`config.mk`:
```
export PLATFORM = sky130hd
export DESIGN_NAME = program_loader_flat
export DESIGN_NICKNAME = d
export VERILOG_FILES = /design/src/rtl/program_loader_pkg.sv /design/src/rtl/program_loader_if.sv /design/src/rtl/loader_clock_posedge.sv /design/src/rtl/program_loader.sv /design/src/flat_wrapper.sv
export SDC_FILE = /design/constraint.sdc
export NUM_CORES = 1
export LEC_CHECK = 0
export BUFFER_PORTS_ARGS = -buffer_cell sky130_fd_sc_hd__buf_4
export CAP_MARGIN = 5
export CELL_PAD_IN_SITES_DETAIL_PLACEMENT = 2
export CELL_PAD_IN_SITES_GLOBAL_PLACEMENT = 2
export CORE_MARGIN = 1
export CORE_UTILIZATION = 30
export DETAILED_ROUTE_END_ITERATION = 16
export GPL_ROUTABILITY_DRIVEN = 0
export PLACE_DENSITY = 0.74
export SLEW_MARGIN = 20
export SYNTH_ARGS = -nofsm -noshare
export SYNTH_HDL_FRONTEND = slang
export SYNTH_SLANG_ARGS = --single-unit
```
`constraint.sdc`:
```
create_clock -name CLOCK -period 2.4 [get_ports CLOCK]
set_clock_uncertainty 0.15 [all_clocks]
set_input_delay 0.48 -clock CLOCK [delete_from_list [all_inputs] [get_ports CLOCK]]
set_output_delay 0.48 -clock CLOCK [all_outputs]
set_load 0.03 [all_outputs]
```
`src/rtl/program_loader_pkg.sv`:
```
`default_nettype none
// +----------------------------------------------------------------------+
// | program_loader_pkg : shared typedefs for the program loader slice    |
// | Revision 1.0                                                         |
// +----------------------------------------------------------------------+
package program_loader_pkg;

    localparam int REGSIZE = 8;

    typedef logic [REGSIZE-1:0] DEFAULT_TYPE;

    typedef enum logic [1:0] {
        MEMORY_STAY  = 2'd0,
        MEMORY_READ  = 2'd1,
        MEMORY_WRITE = 2'd2
    } MEMORY_FLAG_TYPE;

    typedef enum logic [1:0] {
        LOAD_LENGTH     = 2'd0,
        LOAD_DATA       = 2'd1,
        LOAD_WRITE      = 2'd2,
        LOAD_DONE_STATE = 2'd3
    } LOADER_STATE_TYPE;

    typedef struct packed {
        LOADER_STATE_TYPE state;
        DEFAULT_TYPE      length;
        DEFAULT_TYPE      index;
        DEFAULT_TYPE      address;
        DEFAULT_TYPE      write_memory_value;
        MEMORY_FLAG_TYPE  rw_flag;
        DEFAULT_TYPE      checksum;
        logic             cpu_reset;
        logic             load_done;
    } LOADER_REGS_TYPE;

    function automatic LOADER_REGS_TYPE loader_reset_value();
        LOADER_REGS_TYPE v;
        v.state              = LOAD_LENGTH;
        v.length             = '0;
        v.index              = '0;
        v.address            = '0;
        v.write_memory_value = '0;
        v.rw_flag            = MEMORY_STAY;
        v.checksum           = '0;
        v.cpu_reset          = 1'b1;
        v.load_done          = 1'b0;
        return v;
    endfunction

endpackage
`default_nettype wire

```
`src/rtl/program_loader_if.sv`:
```
`default_nettype none
// +----------------------------------------------------------------------+
// | program_loader_if : byte stream in, memory write bus and status out  |
// | Revision 1.0                                                         |
// +----------------------------------------------------------------------+
interface program_loader_if;
    import program_loader_pkg::*;

    logic            IN_VALID;
    DEFAULT_TYPE     IN_DATA;
    logic            IN_READY;
    DEFAULT_TYPE     address;
    DEFAULT_TYPE     write_memory_value;
    MEMORY_FLAG_TYPE rw_flag;
    logic            CPU_RESET;
    DEFAULT_TYPE     CHECKSUM;
    logic            LOAD_DONE;

    modport master (
        input  IN_VALID, IN_DATA,
        output IN_READY, address, write_memory_value, rw_flag,
               CPU_RESET, CHECKSUM, LOAD_DONE
    );

    modport slave (
        output IN_VALID, IN_DATA,
        input  IN_READY, address, write_memory_value, rw_flag,
               CPU_RESET, CHECKSUM, LOAD_DONE
    );
endinterface
`default_nettype wire

```
`src/rtl/loader_clock_posedge.sv`:
```
`default_nettype none
// +----------------------------------------------------------------------+
// | loader_clock_posedge : the loader's only state, one register bank    |
// | Revision 1.0                                                         |
// +----------------------------------------------------------------------+
module loader_clock_posedge
    import program_loader_pkg::*;
(
    input  wire              CLOCK,
    input  wire              RESET,
    input  LOADER_REGS_TYPE  next_regs,
    output LOADER_REGS_TYPE  regs
);

    always_ff @(posedge CLOCK) begin
        if (RESET) begin
            regs <= loader_reset_value();
        end else begin
            regs <= next_regs;
        end
    end

endmodule
`default_nettype wire

```
`src/rtl/program_loader.sv`:
```
`default_nettype none
// +----------------------------------------------------------------------+
// | program_loader : streams a length-prefixed image into memory         |
// | Revision 1.0                                                         |
// +----------------------------------------------------------------------+
module program_loader
    import program_loader_pkg::*;
(
    input  wire              CLOCK,
    input  wire              RESET,
    program_loader_if.master bus
);

    LOADER_REGS_TYPE r_current;
    LOADER_REGS_TYPE w_next;
    logic            w_in_ready;
    logic            w_handshake;
    DEFAULT_TYPE     w_index_inc;

    assign w_in_ready  = (r_current.state == LOAD_LENGTH) || (r_current.state == LOAD_DATA);
    assign w_handshake = bus.IN_VALID && w_in_ready;
    assign w_index_inc = r_current.index + DEFAULT_TYPE'(1);

    // Every output is a register copy; IN_READY alone is a decode of state.
    always_comb begin
        w_next         = r_current;
        w_next.rw_flag = MEMORY_STAY;
        case (r_current.state)
            LOAD_LENGTH: begin
                if (w_handshake) begin
                    w_next.length = bus.IN_DATA;
                    w_next.index  = '0;
                    if (bus.IN_DATA == '0) begin
                        w_next.state     = LOAD_DONE_STATE;
                        w_next.cpu_reset = 1'b0;
                        w_next.load_done = 1'b1;
                    end else begin
                        w_next.state = LOAD_DATA;
                    end
                end
            end
            LOAD_DATA: begin
                if (w_handshake) begin
                    w_next.address            = r_current.index;
                    w_next.write_memory_value = bus.IN_DATA;
                    w_next.rw_flag            = MEMORY_WRITE;
                    w_next.checksum           = r_current.checksum + bus.IN_DATA;
                    w_next.state              = LOAD_WRITE;
                end
            end
            LOAD_WRITE: begin
                // The write cycle ends here, so releasing CPU_RESET now can
                // never overlap a MEMORY_WRITE.
                w_next.index = w_index_inc;
                if (w_index_inc == r_current.length) begin
                    w_next.state     = LOAD_DONE_STATE;
                    w_next.cpu_reset = 1'b0;
                    w_next.load_done = 1'b1;
                end else begin
                    w_next.state = LOAD_DATA;
                end
            end
            LOAD_DONE_STATE: begin
                w_next.cpu_reset = 1'b0;
                w_next.load_done = 1'b1;
            end
            default: begin
                w_next = loader_reset_value();
            end
        endcase
    end

    loader_clock_posedge u_regs (
        .CLOCK     (CLOCK),
        .RESET     (RESET),
        .next_regs (w_next),
        .regs      (r_current)
    );

    assign bus.IN_READY           = w_in_ready;
    assign bus.address            = r_current.address;
    assign bus.write_memory_value = r_current.write_memory_value;
    assign bus.rw_flag            = r_current.rw_flag;
    assign bus.CPU_RESET          = r_current.cpu_reset;
    assign bus.CHECKSUM           = r_current.checksum;
    assign bus.LOAD_DONE          = r_current.load_done;

endmodule
`default_nettype wire

```
`src/flat_wrapper.sv`:
```
// flat-port wrapper written by rule: the top's interface ports become plain ports
module program_loader_flat import program_loader_pkg::*;
  (CLOCK, RESET, bus_IN_VALID, bus_IN_DATA, bus_IN_READY, bus_address, bus_write_memory_value, bus_rw_flag, bus_CPU_RESET, bus_CHECKSUM, bus_LOAD_DONE);
  program_loader_if bus_i ();
  input  wire CLOCK;
  input  wire RESET;
  input wire logic [$bits(bus_i.IN_VALID)-1:0] bus_IN_VALID;
  input wire logic [$bits(bus_i.IN_DATA)-1:0] bus_IN_DATA;
  output wire logic [$bits(bus_i.IN_READY)-1:0] bus_IN_READY;
  output wire logic [$bits(bus_i.address)-1:0] bus_address;
  output wire logic [$bits(bus_i.write_memory_value)-1:0] bus_write_memory_value;
  output wire logic [$bits(bus_i.rw_flag)-1:0] bus_rw_flag;
  output wire logic [$bits(bus_i.CPU_RESET)-1:0] bus_CPU_RESET;
  output wire logic [$bits(bus_i.CHECKSUM)-1:0] bus_CHECKSUM;
  output wire logic [$bits(bus_i.LOAD_DONE)-1:0] bus_LOAD_DONE;
  assign bus_i.IN_VALID = bus_IN_VALID;
  assign bus_i.IN_DATA = bus_IN_DATA;
  assign bus_IN_READY = bus_i.IN_READY;
  assign bus_address = bus_i.address;
  assign bus_write_memory_value = bus_i.write_memory_value;
  assign bus_rw_flag = bus_i.rw_flag;
  assign bus_CPU_RESET = bus_i.CPU_RESET;
  assign bus_CHECKSUM = bus_i.CHECKSUM;
  assign bus_LOAD_DONE = bus_i.LOAD_DONE;
  program_loader u_core (.CLOCK(CLOCK), .RESET(RESET), .bus(bus_i));
endmodule
```
* Word level (Yosys, flattened, before mapping) *
Cells that the tools add are included.

word-level totals
  register bits after elaboration = 46
  output and inout port bits = 29
  logic and storage cells = 44

operators by class
  add/subtract/negate cells = 2
  eq/ne operators = 8
  multiplexer cells = 11
  bitwise operators = 1
  reductions and logical operators = 13

operators by type and width
  kind                                                  count
  2-to-1 mux 18 bit                                     1
  one-hot mux 8 bit (2 select lines)                    1
  2-to-1 mux 2 bit                                      6
  one-hot mux 2 bit (3 select lines)                    2
  2-to-1 mux 10 bit                                     1
  adder 8 x 1 -> 8 bit (second input constant)          1
  adder 8 bit                                           1
  equality test 8 bit                                   1
  logical NOT 8 bit                                     1
  != test 2 x 1 -> 1 bit (second input constant)        3
  AND reduction 2 bit                                   3
  nonzero test 3 bit                                    2
  equality test 2 bit (second input constant)           2
  AND reduction 4 bit                                   1
  AND reduction 3 bit                                   1
  equality test 2 x 1 -> 1 bit (second input constant)  1
  logical NOT 2 bit                                     1
  != test 2 bit (second input constant)                 1
  nonzero test 2 bit                                    1
  OR reduction 2 bit                                    1
  logical AND 1 bit                                     1
  logical OR 1 bit                                      1
  NOT 1 bit                                             1

* Depth between registers and ports, before layout *
  word-level depth = 5
  gate-level depth with buffers = 8

* Hierarchy *
From an unflattened synthesis, not the netlist that was laid out.

second synthesis, totals
  cells, all modules = 311
  area total of the unflattened synthesis = 2547.4 um2

by module, submodules not included
  module                instances  cells an instance  area an instance (um2)
  program_loader        1          215                1316.3
  loader_clock_posedge  1          96                 1231.2

* Least setup slack after synthesis *
Ideal clock, no wire load.

  path kind = in2reg
  from = in bus_IN_DATA[0]
  to = reg u_core.u_regs.regs[6] in the netlist's numbering
  arrival time = 1.746 ns
  required time = 2.135 ns
  setup slack = 0.389 ns
  cell stages on the path = 8
  buffers on the path = 0
  cells stage by stage = ha_1 -> inv_1 -> fa_1 -> nor2b_1 -> o21ai_0 -> a21boi_0 -> o31ai_1 -> and2_1

between the ends
  cells in the longest elaborated chain, start to end = 1

RTL lines
  item                  RTL line                    source
  from (decl)           flat_wrapper.sv:8           input wire logic [$bits(bus_i.IN_DATA)-1:0] bus_IN_DATA;
  adder 8 bit           program_loader.sv:47        w_next.checksum = r_current.checksum + bus.IN_DATA;
  to (signal assigned)  loader_clock_posedge.sv:17  regs <= loader_reset_value();
  to (signal assigned)  loader_clock_posedge.sv:19  regs <= next_regs;
  to (decl)             loader_clock_posedge.sv:12  output LOADER_REGS_TYPE regs

No other way between the ends.
A chain may end at the register's enable or synchronous reset.

* Worst setup path after layout *
  from = reg u_core.u_regs.regs[44] in the netlist's numbering
  to = out bus_IN_READY

between the ends
  cells in the longest elaborated chain, start to end = 2
  elaborated cells between the ends (all ways) = 3

RTL lines
  item                                                                      RTL line              source
  equality test 2 x 1 -> 1 bit / logical NOT 2 bit (equally long branches)  program_loader.sv:20  assign w_in_ready = (r_current.state == LOAD_LENGTH) || (r_current.state == LOAD_DATA);
  logical OR 1 bit (*)                                                      program_loader.sv:20
  to (decl)                                                                 flat_wrapper.sv:9     output wire logic [$bits(bus_i.IN_READY)-1:0] bus_IN_READY;

Mark *: on every way between the ends. The rest lies on a longest branch, timed or not.

==> reports/qor.tcl <==
set qor(fin_nets) 355
set qor(seq_power_share) 0.500
set qor(worstSetupPathType) {flop to output pin}
set qor(cts-resized-gates) 0
set qor(cellPowerDensity_nw_per_um2) 564
set qor(grt_setup_unrepaired) {false}
set qor(row_count) 32
set qor(ff2ff_path_depth) 6
set qor(registers.top_by_ff_count) {u_core.u_regs.regs}
set qor(tritoncts_num_sinks) 45
set qor(critical_path_peak_fanout) 9
set qor(yosys.area.top_type_share) 0.360
set qor(die_y_um) 93.4
set qor(crit_path_end_kind) {output pin}
set qor(holdCritStartpoint) {bus_IN_DATA[3]}
set qor(detailedPlace.worstSlack_ns) 0.0819
set qor(clock_tree.htree_level_count) 2
set qor(worstPathArrival_ns) 1.57
set qor(diodes) 0
set qor(power_frac_clock) 0.317
set qor(total_die_area_um2) 8720
set qor(cts_tree) {built}
set qor(tightestPinTransition_ns) 0.638
set qor(fin_crit_period_ns) 2.20
set qor(clkSlewWorstSetupHoldPaths_ns) 0.10
set qor(hold_class) {input pin to flop}
set qor(avgRoutedWirePerCell_um) 16.1
set qor(synth_sequential_area_ratio) 0.360
set qor(drive_gt1_frac) 0.195
set qor(cap_viol_max_count) 0
set qor(synth_flop_cell) {sky130_fd_sc_hd__dfxtp_1}
set qor(yosys.cell_count.top_type) {sky130_fd_sc_hd__nand2_1}
set qor(yosysUniqueCellTypes) 46
set qor(achievable-frequency_mhz) 456
set qor(min_to) {u_core.u_regs.regs[15]$_SDFFE_PP0P_}
set qor(drt_first_pass_iters) 4
set qor(report.final.hold_viol_count) 0
set qor(antenna_left) 0
set qor(total_power_mw) 1.59
set qor(timing.hold.worst_path_depth) 3
set qor(setup_tns_ns) 0
set qor(r2r_start) {u_core.u_regs.regs[28]$_SDFFE_PP0P_}
set qor(total_switching_power_uw) 495
set qor(biggestRegsByFlops) {u_core.u_regs.regs x45}
set qor(synth_edf_count) 0
set qor(vias) 2211
set qor(cts-root-buf) {sky130_fd_sc_hd__clkbuf_8}
set qor(post_synth_inst_count) 318
set qor(dpl_cell_area_um2) 2730
set qor(hpwl_um) 5160
set qor(synthTopCellsByCount) {sky130_fd_sc_hd__nand2_1, sky130_fd_sc_hd__dfxtp_1, sky130_fd_sc_hd__a21oi_1}
set qor(grt_first_pass_wirelength_um) 11800
set qor(post_synthesis_register_bit_count) 45
set qor(synthTopCellsByArea) {sky130_fd_sc_hd__dfxtp_1, sky130_fd_sc_hd__nand2_1, sky130_fd_sc_hd__a21oi_1, sky130_fd_sc_hd__buf_4, sky130_fd_sc_hd__ha_1}
set qor(grt_pass1_vias) 2273
set qor(status) {completed}
set qor(first_iter_violations) 79
set qor(grt_util_all_layers) 0.172
set qor(r2r_setup_slack_ns) 0.20
set qor(cts_hold_buf) 0
set qor(clock_latency_late_sink_ns) 0.30
set qor(hold-worst-slack_ns) 0.305
set qor(portBuffers) 38
set qor(setup.worst_path.start_class) {flop}
set qor(switching_share) 0.311
set qor(part_of_the_total_power_dissipated_in_combinational_logic) 0.184
set qor(ir_worst_vdd_mv) 0.259
set qor(final_cell_count_no_fill) 435
set qor(worst_slew_margin_rel) 0.572
set qor(boundaryPins) 40
set qor(final_core_util) 0.358
set qor(lkg_pwr_nw) 1.13
set qor(yosysWarningCount) 0
set qor(synthDominantAreaCellType) {sky130_fd_sc_hd__dfxtp_1}
set qor(tritoncts.num_buffers) 5
set qor(inst_count_dp) 427
set qor(die_width_um) 93.4
set qor(drc) 0
set qor(grt_start_max_net_pins) 48
set qor(ctsLongestPathBuffers) 2
set qor(crit_required_ns) 1.77
set qor(total_routed_length_um) 7010
set qor(postCtsSetupRepairBufs) 0
set qor(finish.instance_area_um2) 2830
set qor(fraction_of_registers_with_async_set_or_reset_after_synthesis) 0
set qor(synth.avg_cell_area_um2) 7.87
set qor(timing.rr.end) {u_core.u_regs.regs[45]$_SDFFE_PP0P_}
set qor(viasPerCell) 5.08
set qor(finalMaxSlewViolations) 0
set qor(floorplan.core_area_um2) 7890
set qor(synth_fp_nets) 341
set qor(syn_to_final_growth_pct) 12.8
set qor(antenna_found_initial) 0
set qor(floorplan.initialDensity) 0.317
set qor(report.final.setup_viol) 0
set qor(p_int_mw) 1.10
set qor(largest_register_ff_count) 45
set qor(final_min_period_over_clock_period) 0.915
set qor(finalWorstSetupSlack_ns) 0.205
set qor(grt_overflow) 0
set qor(synthesis.area_um2) 2500
==> per-layer routing <==
| layer | GRT usage | vias to the layer above | routed length [um] |
|---|---|---|---|
| met4 | 0.0385 | 0 | 56 |
| met1 | 0.229 | 1089 | 3440 |
| li1 | - | 1085 | - |
| met2 | 0.294 | 32 | 3300 |
| met5 | 0 | - | 0 |
| met3 | 0.0260 | 5 | 215 |
==> layout make-up <==
class                      count  area (um2)
clock buffer                   5        68.8
timing repair buffer          50         375
fill                         917        5060
inverter                      11        41.3
sequential                    45         901
tap                          102         128
multi-input combinational    219        1290
clock inverter                 3        25.0
==> power by group through the flow <==
stage	Clock [mW]	Sequential (mW)	Combinational, mW
global route	0.549	0.800	0.322
global placement	0	0.813	0.287
finish	0.504	0.796	0.292
detailed placement	0	0.814	0.294
floorplan	0	0.814	0.201
CTS	0.531	0.796	0.296
==> logic make-up (layout without fill, tap and decap cells) <==
family / count (synthesis) / after routing / synth area share
simple gates: 117 / 117 / 0.215
fa+ha+maj: 12 / 12 / 0.0630
buf+inv: 54 / 69 / 0.126
other cells: 1 / 1 / 0.00150
xor+xnor: 13 / 13 / 0.0455
compound gates: 75 / 75 / 0.184
flops: 45 / 45 / 0.360
mux: 1 / 1 / 0.00450
==> layout by cell type (no fill, tap or decap), drive strengths merged, types with 4 or more instances in the layout <==
cell type and n:
buf 50, xor2 4, dfxtp 45, a21oi 39
o211ai 4, inv 12, nand3 16, nor3 8
o21ai 7, ha 11, xnor2 9, nor2 18
nand2 54, a21o 8, clkbuf 5
==> critical path, cell delays in order, from the launching register on <==
cell	delay, ns
sky130_fd_sc_hd__dfxtp_1	0.37
sky130_fd_sc_hd__inv_1	0.09
sky130_fd_sc_hd__ha_1	0.26
sky130_fd_sc_hd__buf_4	0.19
sky130_fd_sc_hd__nor2_1	0.14
sky130_fd_sc_hd__inv_1	0.06
sky130_fd_sc_hd__buf_4	0.16
==> worst max path at each step <==
stage	from	end	slack (ns)	cells past startpoint
2_1_floorplan	bus_IN_DATA[0]	u_core.u_regs.regs[6]$_SDFFE_PP0P_	0.39	8
3_3_place_gp	bus_IN_DATA[0]	u_core.u_regs.regs[6]$_SDFFE_PP0P_	0.14	9
3_5_place_dp	bus_IN_DATA[0]	u_core.u_regs.regs[6]$_SDFFE_PP0P_	0.08	9
4_1_cts	u_core.u_regs.regs[44]$_SDFFE_PP0P_	bus_IN_READY	0.18	6
5_1_grt	u_core.u_regs.regs[28]$_SDFFE_PP0P_	u_core.u_regs.regs[45]$_SDFFE_PP0P_	0.07	6
6_report	u_core.u_regs.regs[44]$_SDFFE_PP0P_	bus_IN_READY	0.20	6
(Power assumes the default switching activity.)
